## config.mk

```make
export PLATFORM = sky130hd
export DESIGN_NAME = addsub_serial_nb
export DESIGN_NICKNAME = d
export VERILOG_FILES = /design/src/rtl/addsub_serial_nb.sv
export SDC_FILE = /design/constraint.sdc
export NUM_CORES = 1
export LEC_CHECK = 0
export BUFFER_PORTS_ARGS = -buffer_cell sky130_fd_sc_hd__buf_2
export CAP_MARGIN = 20
export CORE_MARGIN = 4
export CORE_UTILIZATION = 50
export CTS_CLUSTER_DIAMETER = 40
export DETAILED_ROUTE_END_ITERATION = 10
export GPL_TIMING_DRIVEN = 0
export PLACE_DENSITY = 0.77
export SETUP_SLACK_MARGIN = 0.1
export SLEW_MARGIN = 20
export SYNTH_ARGS = -nofsm -noshare
export SYNTH_HDL_FRONTEND = slang
export SYNTH_SLANG_ARGS = --single-unit
```

## constraint.sdc

```tcl
create_clock -name clk -period 2.65 [get_ports clk]
set_input_delay 0.1325 -clock clk [delete_from_list [all_inputs] [get_ports clk]]
set_output_delay 0.1325 -clock clk [all_outputs]
set_load 0.1 [all_outputs]
```

## src/rtl/addsub_serial_nb.sv

```systemverilog
// addsub_serial_nb: digit-serial add/subtract with valid/ready handshakes.
// One DIGIT-bit adder slice and a registered carry process the operands
// LSB digit first over N = WIDTH/DIGIT cycles, then the result and flags
// are held until the consumer takes them.
//
// Handshake semantics: an operand set transfers on a rising edge where
// in_valid && in_ready; a result transfers on a rising edge where
// out_valid && out_ready. in_ready is high only in IDLE (and never while
// rst_n is low). out_valid is high only in DONE, and the outputs do not
// change while it is high. Inputs are ignored outside the accept edge.
module addsub_serial_nb #(
  parameter int WIDTH = 16,
  parameter int DIGIT = 4
) (
  input  logic             clk,
  input  logic             rst_n,
  input  logic             in_valid,
  output logic             in_ready,
  input  logic [WIDTH-1:0] inA,
  input  logic [WIDTH-1:0] inB,
  input  logic             c_in,
  input  logic             add_sub_sel,
  output logic             out_valid,
  input  logic             out_ready,
  output logic [WIDTH-1:0] out,
  output logic             c_out,
  output logic             ovf,
  output logic             zero
);

  localparam int N  = WIDTH / DIGIT;
  localparam int CW = (N > 1) ? $clog2(N) : 1;

  // Operands must split into a whole number of digits.
  generate
    if ((DIGIT < 1) || (WIDTH % DIGIT != 0)) begin : g_bad_digit
      $error("addsub_serial_nb: WIDTH must be a positive multiple of DIGIT");
    end
  endgenerate

  typedef enum logic [1:0] {IDLE, CALC, DONE} state_t;

  state_t           state;
  logic [WIDTH-1:0] a_sr;      // A, shifted right one digit per cycle
  logic [WIDTH-1:0] b_sr;      // B_eff (inverted B when subtracting)
  logic [WIDTH-1:0] res_sr;    // sum digits shifted in from the top
  logic             carry;
  logic [CW-1:0]    cnt;

  logic [DIGIT:0]   slice;
  logic [DIGIT-1:0] sum_dig;
  logic [WIDTH-1:0] res_next;
  logic             last_dig;
  logic             ovf_next;

  // Single digit adder slice plus next-result and flag preview.
  always_comb begin
    slice    = {1'b0, a_sr[DIGIT-1:0]} + {1'b0, b_sr[DIGIT-1:0]}
             + {{DIGIT{1'b0}}, carry};
    sum_dig  = slice[DIGIT-1:0];
    res_next = (res_sr >> DIGIT) | (WIDTH'(sum_dig) << (WIDTH - DIGIT));
    last_dig = (cnt == CW'(N - 1));
    // On the last digit the low digit of a_sr/b_sr holds the operand MSBs.
    ovf_next = (a_sr[DIGIT-1] == b_sr[DIGIT-1]) &&
               (sum_dig[DIGIT-1] != a_sr[DIGIT-1]);
  end

  assign in_ready = rst_n && (state == IDLE);

  // Control FSM and datapath registers; results are registered outputs.
  always_ff @(posedge clk) begin
    if (!rst_n) begin
      state     <= IDLE;
      a_sr      <= '0;
      b_sr      <= '0;
      res_sr    <= '0;
      carry     <= 1'b0;
      cnt       <= '0;
      out       <= '0;
      c_out     <= 1'b0;
      ovf       <= 1'b0;
      zero      <= 1'b0;
      out_valid <= 1'b0;
    end else begin
      case (state)
        IDLE: begin
          if (in_valid) begin
            a_sr  <= inA;
            b_sr  <= add_sub_sel ? ~inB : inB;
            carry <= add_sub_sel ? ~c_in : c_in;
            cnt   <= '0;
            state <= CALC;
          end
        end
        CALC: begin
          a_sr   <= a_sr >> DIGIT;
          b_sr   <= b_sr >> DIGIT;
          res_sr <= res_next;
          carry  <= slice[DIGIT];
          cnt    <= cnt + 1'b1;
          if (last_dig) begin
            out       <= res_next;
            c_out     <= slice[DIGIT];
            ovf       <= ovf_next;
            zero      <= ~|res_next;
            out_valid <= 1'b1;
            state     <= DONE;
          end
        end
        DONE: begin
          if (out_ready) begin
            out_valid <= 1'b0;
            state     <= IDLE;
          end
        end
        default: state <= IDLE;
      endcase
    end
  end

endmodule

```

==> summary.txt, run 1 <==
P per Cell Area = 683 mW/mm²
Vias = 2610
Fin. max-slew vios = 0
Slew @ Worst Pin = 542 ps
Max-cap violations = 0
Post-CTS sizing = 0
Worst Setup Path Type = flip-flop to flip-flop
Post-CTS Setup Repair Bufs = 0
Async SR Flop Fraction = 0%
Antenna-violating nets left = 0
Overall Power = 2.43 mW
CP max stage delay = 520 ps
CTS HTree Levels = 3
Critical path arrival = 2500 ps
CP Data Required Time = 2940 ps
Post-synth top area cell = dfxtp_1
Final RePlAce weighted congestion = 0.831
IO buf count = 56
DPL Wire Length = 4940 µm
Max stage delay cell, worst path = fa_1
GRT overflow = 0
Rows = 27
Buffer and inverter count on the worst path = 0
CTS tree = done
Via-to-Cell Ratio = 5.43
Pleak = 1.52 nW
Layout cells sized above 1 = 24.9%
Slew margin rel. = 63.9%
Die area = 0.00719 mm²
Largest net degree at the start of global routing = 13
RSZ-0062 raised after global routing = false
Seq/Total Area, Yosys = 46.8%
Top-area cell type share of the netlist area = 46.8%
CP Cell Sequence = fa_1 > fa_1 > nor4_1 > nand4_1 > nor4_1 > a32o_1
Skew final = 6.53 ps
Post-synth EDFFs = 0
Syn_nets = 381
First-pass GRT wire length = 11500 µm
Crit path depth = 6
Unique masters post-synth = 32
Final setup TNS = 0 ps
Min cycle time layout = 2220 ps
R2R Setup Slk = 430 ps
Startpoint types = flip-flop
Num Clock Sinks = 69
CTS clock-pin slew for the worst setup and hold paths = 80 ps
Drt wl/cell = 14.2 µm
Antenna cells = 0
Die width = 84.8 µm
Commonest register cell after synthesis = dfxtp_1
Initial antenna violation count = 0
Area growth syn-to-layout = 20.6%
Hold path cells = 3
WL final = 6830 µm
Ports = 59
Synth Cell Area = 0.00295 mm²
Largest cells by area after synthesis = dfxtp_1, a21oi_1, nand2_1, xor2_1, nor2_1
Setup crit end kind = flip-flop
TritonCTS Buffers = 9
Outcome = completed
Detailed Routing Iterations Pass 1 = 6
Total track usage = 19.8%
Worst Hold Class = input port to flip-flop
Crit-path max FO = 3
Period utilisation layout = 83.7%
DRC Markers = 0
Root Buffer = clkbuf_8
Final Hold Fails = 0
Vias in the first global route = 2438
Initial drt markers = 169
Die Span Y = 84.8 µm
Post-Syn Area per Cell = 8.75 µm²
Cts hold-fix bufs = 0
Initial Utilization = 52.6%
Flops & latches, synth = 69
Area of the core = 0.00561 mm²
Yosys warns = 0
Delay-heaviest family, CP = adder cells
Clk buf depth = 2
Later-pin clock latency in the skew report = 340 ps
R2R depth = 6
F_max = 451 MHz
Final setup fails = 0
Nets = 448
Mapped Cells = 337
Worst vdd ir = 341 µV
-- state kept, by name, summed over array words and instances (netlist names) --
| name | flops |
|---|---|
| cnt | 2 |
| state | 2 |
| c_out | 1 |
| res_sr | 12 |
| ovf | 1 |
| out_valid | 1 |
| out | 16 |
| a_sr | 16 |
| b_sr | 16 |
| carry | 1 |
| zero | 1 |
-- cells in the mapped netlist, types with 3 or more instances --
cell type,number
nor3b_1,3
nand2_1,50
clkbuf_1,8
ha_1,4
buf_2,14
inv_1,3
a21oi_1,41
xor2_1,20
buf_1,5
nor2_1,46
o221a_2,12
nand3_1,3
a222oi_1,12
nor2b_1,11
nor4_1,4
a22oi_1,10
dfxtp_1,69
-- through the flow --
step | std cells | worst slack (ps) | area, µm² | utilization [%] | hold WS [ps]
2_1_floorplan | 337 | 587 | 2960 | - | 281
3_3_place_gp | 465 | 535 | 3330 | 59.3 | 366
3_5_place_dp | 465 | 528 | 3330 | 59.3 | 382
4_1_cts | 481 | 430 | 3560 | 63.5 | 18.5
5_1_grt | 481 | 296 | 3560 | 63.5 | 37.3
6_report | 481 | 431 | 3560 | 63.5 | 30.1
-- cell families after synthesis --
logic type                 Yosys count  share of synthesized area [%]
xor gates and xnor gates            20                           5.94
and+or+nand+nor                    124                           18.1
adders and majority gates            6                           3.05
buffers and inverters               32                           5.05
DFF                                 69                           46.8
AOI/OAI and AO/OA                   86                           21.1
-- cell type report --
cell class              count  area [µm²]
flip-flops and latches     69        1380
multi-input cells         236        1430
fillers                   520        2050
repair buffers             56         280
clock inverters             5        81.3
well taps                  72        90.1
plain buffers              29         138
clock buffers              11         151
inverters                   3        11.3
-- power by group --
part	switching [mW]	internal, mW
Clock	0.400	0.583
Combinational	0.181	0.135
Sequential	0.0411	1.09
-- cells in the final DEF, fill, tap and decap left out, drive strengths merged, types with 10 or more instances in the layout --
| master | n |
|---|---|
| a21oi | 41 |
| clkbuf | 19 |
| nor2b | 11 |
| nor2 | 46 |
| o221a | 12 |
| buf | 77 |
| xor2 | 20 |
| a22oi | 10 |
| a222oi | 12 |
| dfxtp | 69 |
| nand2 | 50 |
-- final timing paths --
path                            startpoint       end
worst max register to register     a_sr[0]      zero
worst min-delay path               inA[12]  a_sr[12]
worst max-delay path               a_sr[0]      zero
worst min register to register      out[6]    out[6]
-- layer usage --
layer	GRT usage, %	wire length [µm]
met2	30.0	3120
met1	27.0	3190
met3	5.24	381
met4	7.91	138
met5	0	0
-- worst min-delay path, stage by stage --
cell	delay, ps
buf_2	80
a22oi_1	50
nor2_1	80
Note: power is estimated with default switching activity, not from simulation.
==> run 2, diff against run 1 <==
--- a/config.mk
+++ b/config.mk
@@ -5,14 +5,15 @@
 export SDC_FILE = /design/constraint.sdc
 export NUM_CORES = 1
 export LEC_CHECK = 0
+export ABC_AREA = 1
 export BUFFER_PORTS_ARGS = -buffer_cell sky130_fd_sc_hd__buf_2
 export CAP_MARGIN = 20
 export CORE_MARGIN = 4
-export CORE_UTILIZATION = 50
+export CORE_UTILIZATION = 49
 export CTS_CLUSTER_DIAMETER = 40
 export DETAILED_ROUTE_END_ITERATION = 10
 export GPL_TIMING_DRIVEN = 0
-export PLACE_DENSITY = 0.77
+export PLACE_DENSITY = 0.78
 export SETUP_SLACK_MARGIN = 0.1
 export SLEW_MARGIN = 20
 export SYNTH_ARGS = -nofsm -noshare
==> constraint.sdc (replaced) <==
create_clock -name clk -period 1.9 [get_ports clk]
set_input_delay 0.095 -clock clk [delete_from_list [all_inputs] [get_ports clk]]
set_output_delay 0.095 -clock clk [all_outputs]
set_load 0.1 [all_outputs]
==> run 2 against run 1 <==
Net effect: clock-buffer cell count increased by 3; flip-flop and latch count is the same; power increased by 28%; wire length up 2.0%; utilization is 2.6 points lower; highest routed layer unchanged.
==> summary.txt, run 2 <==
CTS tree = done
Post-synth top area cell = dfxtp_1
R2R Setup Slk = 40 ps (-390 ps)
Seq/Total Area, Yosys = 45.9% (-0.91 points)
Commonest register cell after synthesis = dfxtp_1
Worst Hold Class = input port to flip-flop
Syn_nets = 441 (+16%)
CP Cell Sequence = fa_2 > fa_1 > or2_4 > nor2_2 > nand3_1 > nor2_1 > nor2_1 > nor2_1
Mapped Cells = 397 (+18%)
Worst vdd ir = 578 µV (+70%)
Root Buffer = clkbuf_8
GRT overflow = 0 (unchanged)
Post-Syn Area per Cell = 7.58 µm² (-13%)
Vias = 2772 (+6.2%)
Antenna-violating nets left = 0 (unchanged)
Switching power = 824 µW (+32%)
Max-cap violations = 0 (unchanged)
CTS clock-pin slew for the worst setup and hold paths = 60 ps (-20 ps)
Rows = 28 (+3.7%)
Die width = 86.4 µm (+1.8%)
CP Data Required Time = 2180 ps (-760 ps)
Final RePlAce weighted congestion = 0.837 (+0.75%)
First-pass GRT wire length = 11600 µm (+0.36%)
Fillers = 571 (+9.8%)
Antenna cells = 0 (unchanged)
Drt wl/cell = 12.7 µm (-11%)
R2R depth = 8 (+2)
Leading cell type in the layout, fill and taps excluded = nand2_1
Final setup fails = 0 (unchanged)
Min cycle time layout = 1860 ps (-359 ps)
Fin. max-slew vios = 0 (unchanged)
IO buf count = 57 (+1.8%)
Skew final = 7.88 ps (+1.35 ps)
DRC Markers = 0 (unchanged)
Commonest cells post-synth = nand2_1, dfxtp_1, a21oi_1
Area growth syn-to-layout = 20.5% (about the same)
Die area = 0.00746 mm² (+3.7%)
F_max = 538 MHz (+19%)
Net Sw Frac = 26.5% (+0.93 points)
Layout cells sized above 1 = 20.7% (-4.3 points)
Post-route insts no fill = 549 (+14%)
Synth Cell Area = 0.00301 mm² (+2.0%)
Critical path arrival = 2140 ps (-360 ps)
Vias in the first global route = 2563 (+5.1%)
Nets = 514 (+15%)
Clk pwr share = 34.8% (-5.7 points)
CP most frequent cell = nor2_1
Period utilisation layout = 97.9% (+14 points)
Comb power frac = 14.4% (+1.4 points)
WL final = 6970 µm (+2.0%)
Max stage delay cell, worst path = fa_1
Top-count cell post-synth = nand2_1
Crit path depth = 8 (+2)
Unique masters post-synth = 29 (-9.4%)
Num Clock Sinks = 69 (unchanged)
Buffer and inverter count on the worst path = 0 (unchanged)
Outcome = completed
Final Hold Fails = 0 (unchanged)
Seq pwr share = 50.8% (+4.3 points)
Top-area cell type share of the netlist area = 45.9% (-0.91 points)
Crit-path max FO = 2 (-1)
Async SR Flop Fraction = 0% (unchanged)
Hold path cells = 3 (unchanged)
CP max stage delay = 470 ps (-50 ps)
Dpl ws = -22.9 ps (-551 ps)
Largest net degree at the start of global routing = 11 (-2)
TritonCTS Buffers = 9 (unchanged)
Most frequent cells in the layout = nand2_1, dfxtp_1, buf_2, a21oi_1, nor2_1
Internal Power = 2.28 mW (+26%)
Worst Setup Path Type = flip-flop to flip-flop
Overall Power = 3.10 mW (+28%)
Clk buf depth = 2 (unchanged)
Post-synth EDFFs = 0 (unchanged)
FF/Latch Area = 0.00138 mm² (about the same)
Later-pin clock latency in the skew report = 340 ps (about the same)
Area of the core = 0.00596 mm² (+6.2%)
Startpoint types = flip-flop
Detailed Routing Iterations Pass 1 = 4 (-2)
Flops & latches, synth = 69 (unchanged)
Cell Count Post-Placement = 529 (+14%)
Via-to-Cell Ratio = 5.05 (-6.9%)
P per Cell Area = 856 mW/mm² (+25%)
Die Span Y = 86.4 µm (+1.8%)
Pleak = 1.66 nW (+9.5%)
DPL Wire Length = 5020 µm (+1.8%)
CTS HTree Levels = 3 (unchanged)
Slack of the critical path = 40.1 ps (-391 ps)
Ports = 59 (unchanged)
Delay-heaviest family, CP = adder cells
Slew @ Worst Pin = 567 ps (+25.1 ps)
Initial Utilization = 50.5% (-2.1 points)
RSZ-0062 raised after global routing = true
Largest cells by area after synthesis = dfxtp_1, nand2_1, a21oi_1, nor2_1, inv_1
Initial drt markers = 163 (-3.6%)
Initial antenna violation count = 0 (unchanged)
Slew margin rel. = 62.2% (-1.7 points)
Setup crit end kind = flip-flop
Largest registers = a_sr x16, b_sr x16, out x16
Yosys warns = 0 (unchanged)
Footprint of the multi-input gates = 0.00141 mm² (-1.2%)
Total track usage = 19.7% (-0.11 points)
[run 2: cell count changes in the layout (fill, tap and decap cells not counted), sizes merged, moves of 6 or more]
cell	delta
nor2	-12
inv	+24
a31oi	+10
xnor2	+9
a22oi	-6
nand2	+81
o211ai	+9
xor2	-12
o221a	-12
o21ai	+15
a21oi	-7
a222oi	-12
nor2b	-11
[run 2: routing by layer]
layer	up-vias	wire length, µm	share of wire (%)	GRT usage, %
li1	1418	-	-	-
met1	1260	3080	44	23.4
met2	81	3370	48	33.4
met3	13	411	5.9	5.99
met4	0	106	1.5	7.65
met5	-	0	0	0
[run 2: final timing paths]
check | end | from
min | a_sr[10] | inA[10]
max reg2reg | zero | carry
min reg2reg | out_valid | out_valid
max | zero | carry
[run 2: logic make-up after synthesis]
group,count (synthesis),synth area share (%)
AND/OR/NAND/NOR,176,23.4
AO/OA/AOI/OAI,79,15.1
flip-flops,69,45.9
buffers and inverters,50,7.73
XOR/XNOR,17,4.95
adder cells (fa/ha/maj),6,2.99
[run 2: per-stage QoR]
stage / hold WS (ps) / utilization (%) / area (µm²) / TNS, ps
after floorplan: 243 / - / 3020 / 0
after global placement: 349 / 57.1 / 3400 / -16.5
after detailed placement: 354 / 57.1 / 3400 / -22.9
after CTS: 7.51 / 60.9 / 3620 / 0
after global routing: 24.3 / 60.9 / 3630 / -87.8
final: 25.6 / 60.9 / 3630 / 0
[run 2: layout make-up]
cell class | count | area share [%]
Multi-Input combinational cell | 278 | 38.8
Sequential cell | 69 | 38.1
Timing Repair Buffer | 62 | 9.18
Clock buffer | 14 | 4.76
Buffer | 22 | 3.52
Inverter | 28 | 2.90
Tap cell | 75 | 2.59
Clock inverter | 1 | 0.138
[run 2: tightest hold or removal path, stage by stage]
cell,delay (ps)
buf_2,100
nand2_1,50
a31oi_1,70
[run 2: timing repair]
item,in CTS,in global routing
hold buffers,4,0
buffers inserted,1,0
hold endpoints to repair,4,0
endpoints found under the setup margin,1,1
gates resized for setup,0,1
pin swaps,2,0
gates cloned,0,0
[run 2: power groups by stage]
stage,sequential [mW],clock [mW],combinational (mW)
floorplan,1.60,0,0.305
global placement,1.61,0,0.418
detailed placement,1.61,0,0.430
CTS,1.58,1.10,0.442
global route,1.59,1.17,0.497
finish,1.58,1.08,0.446
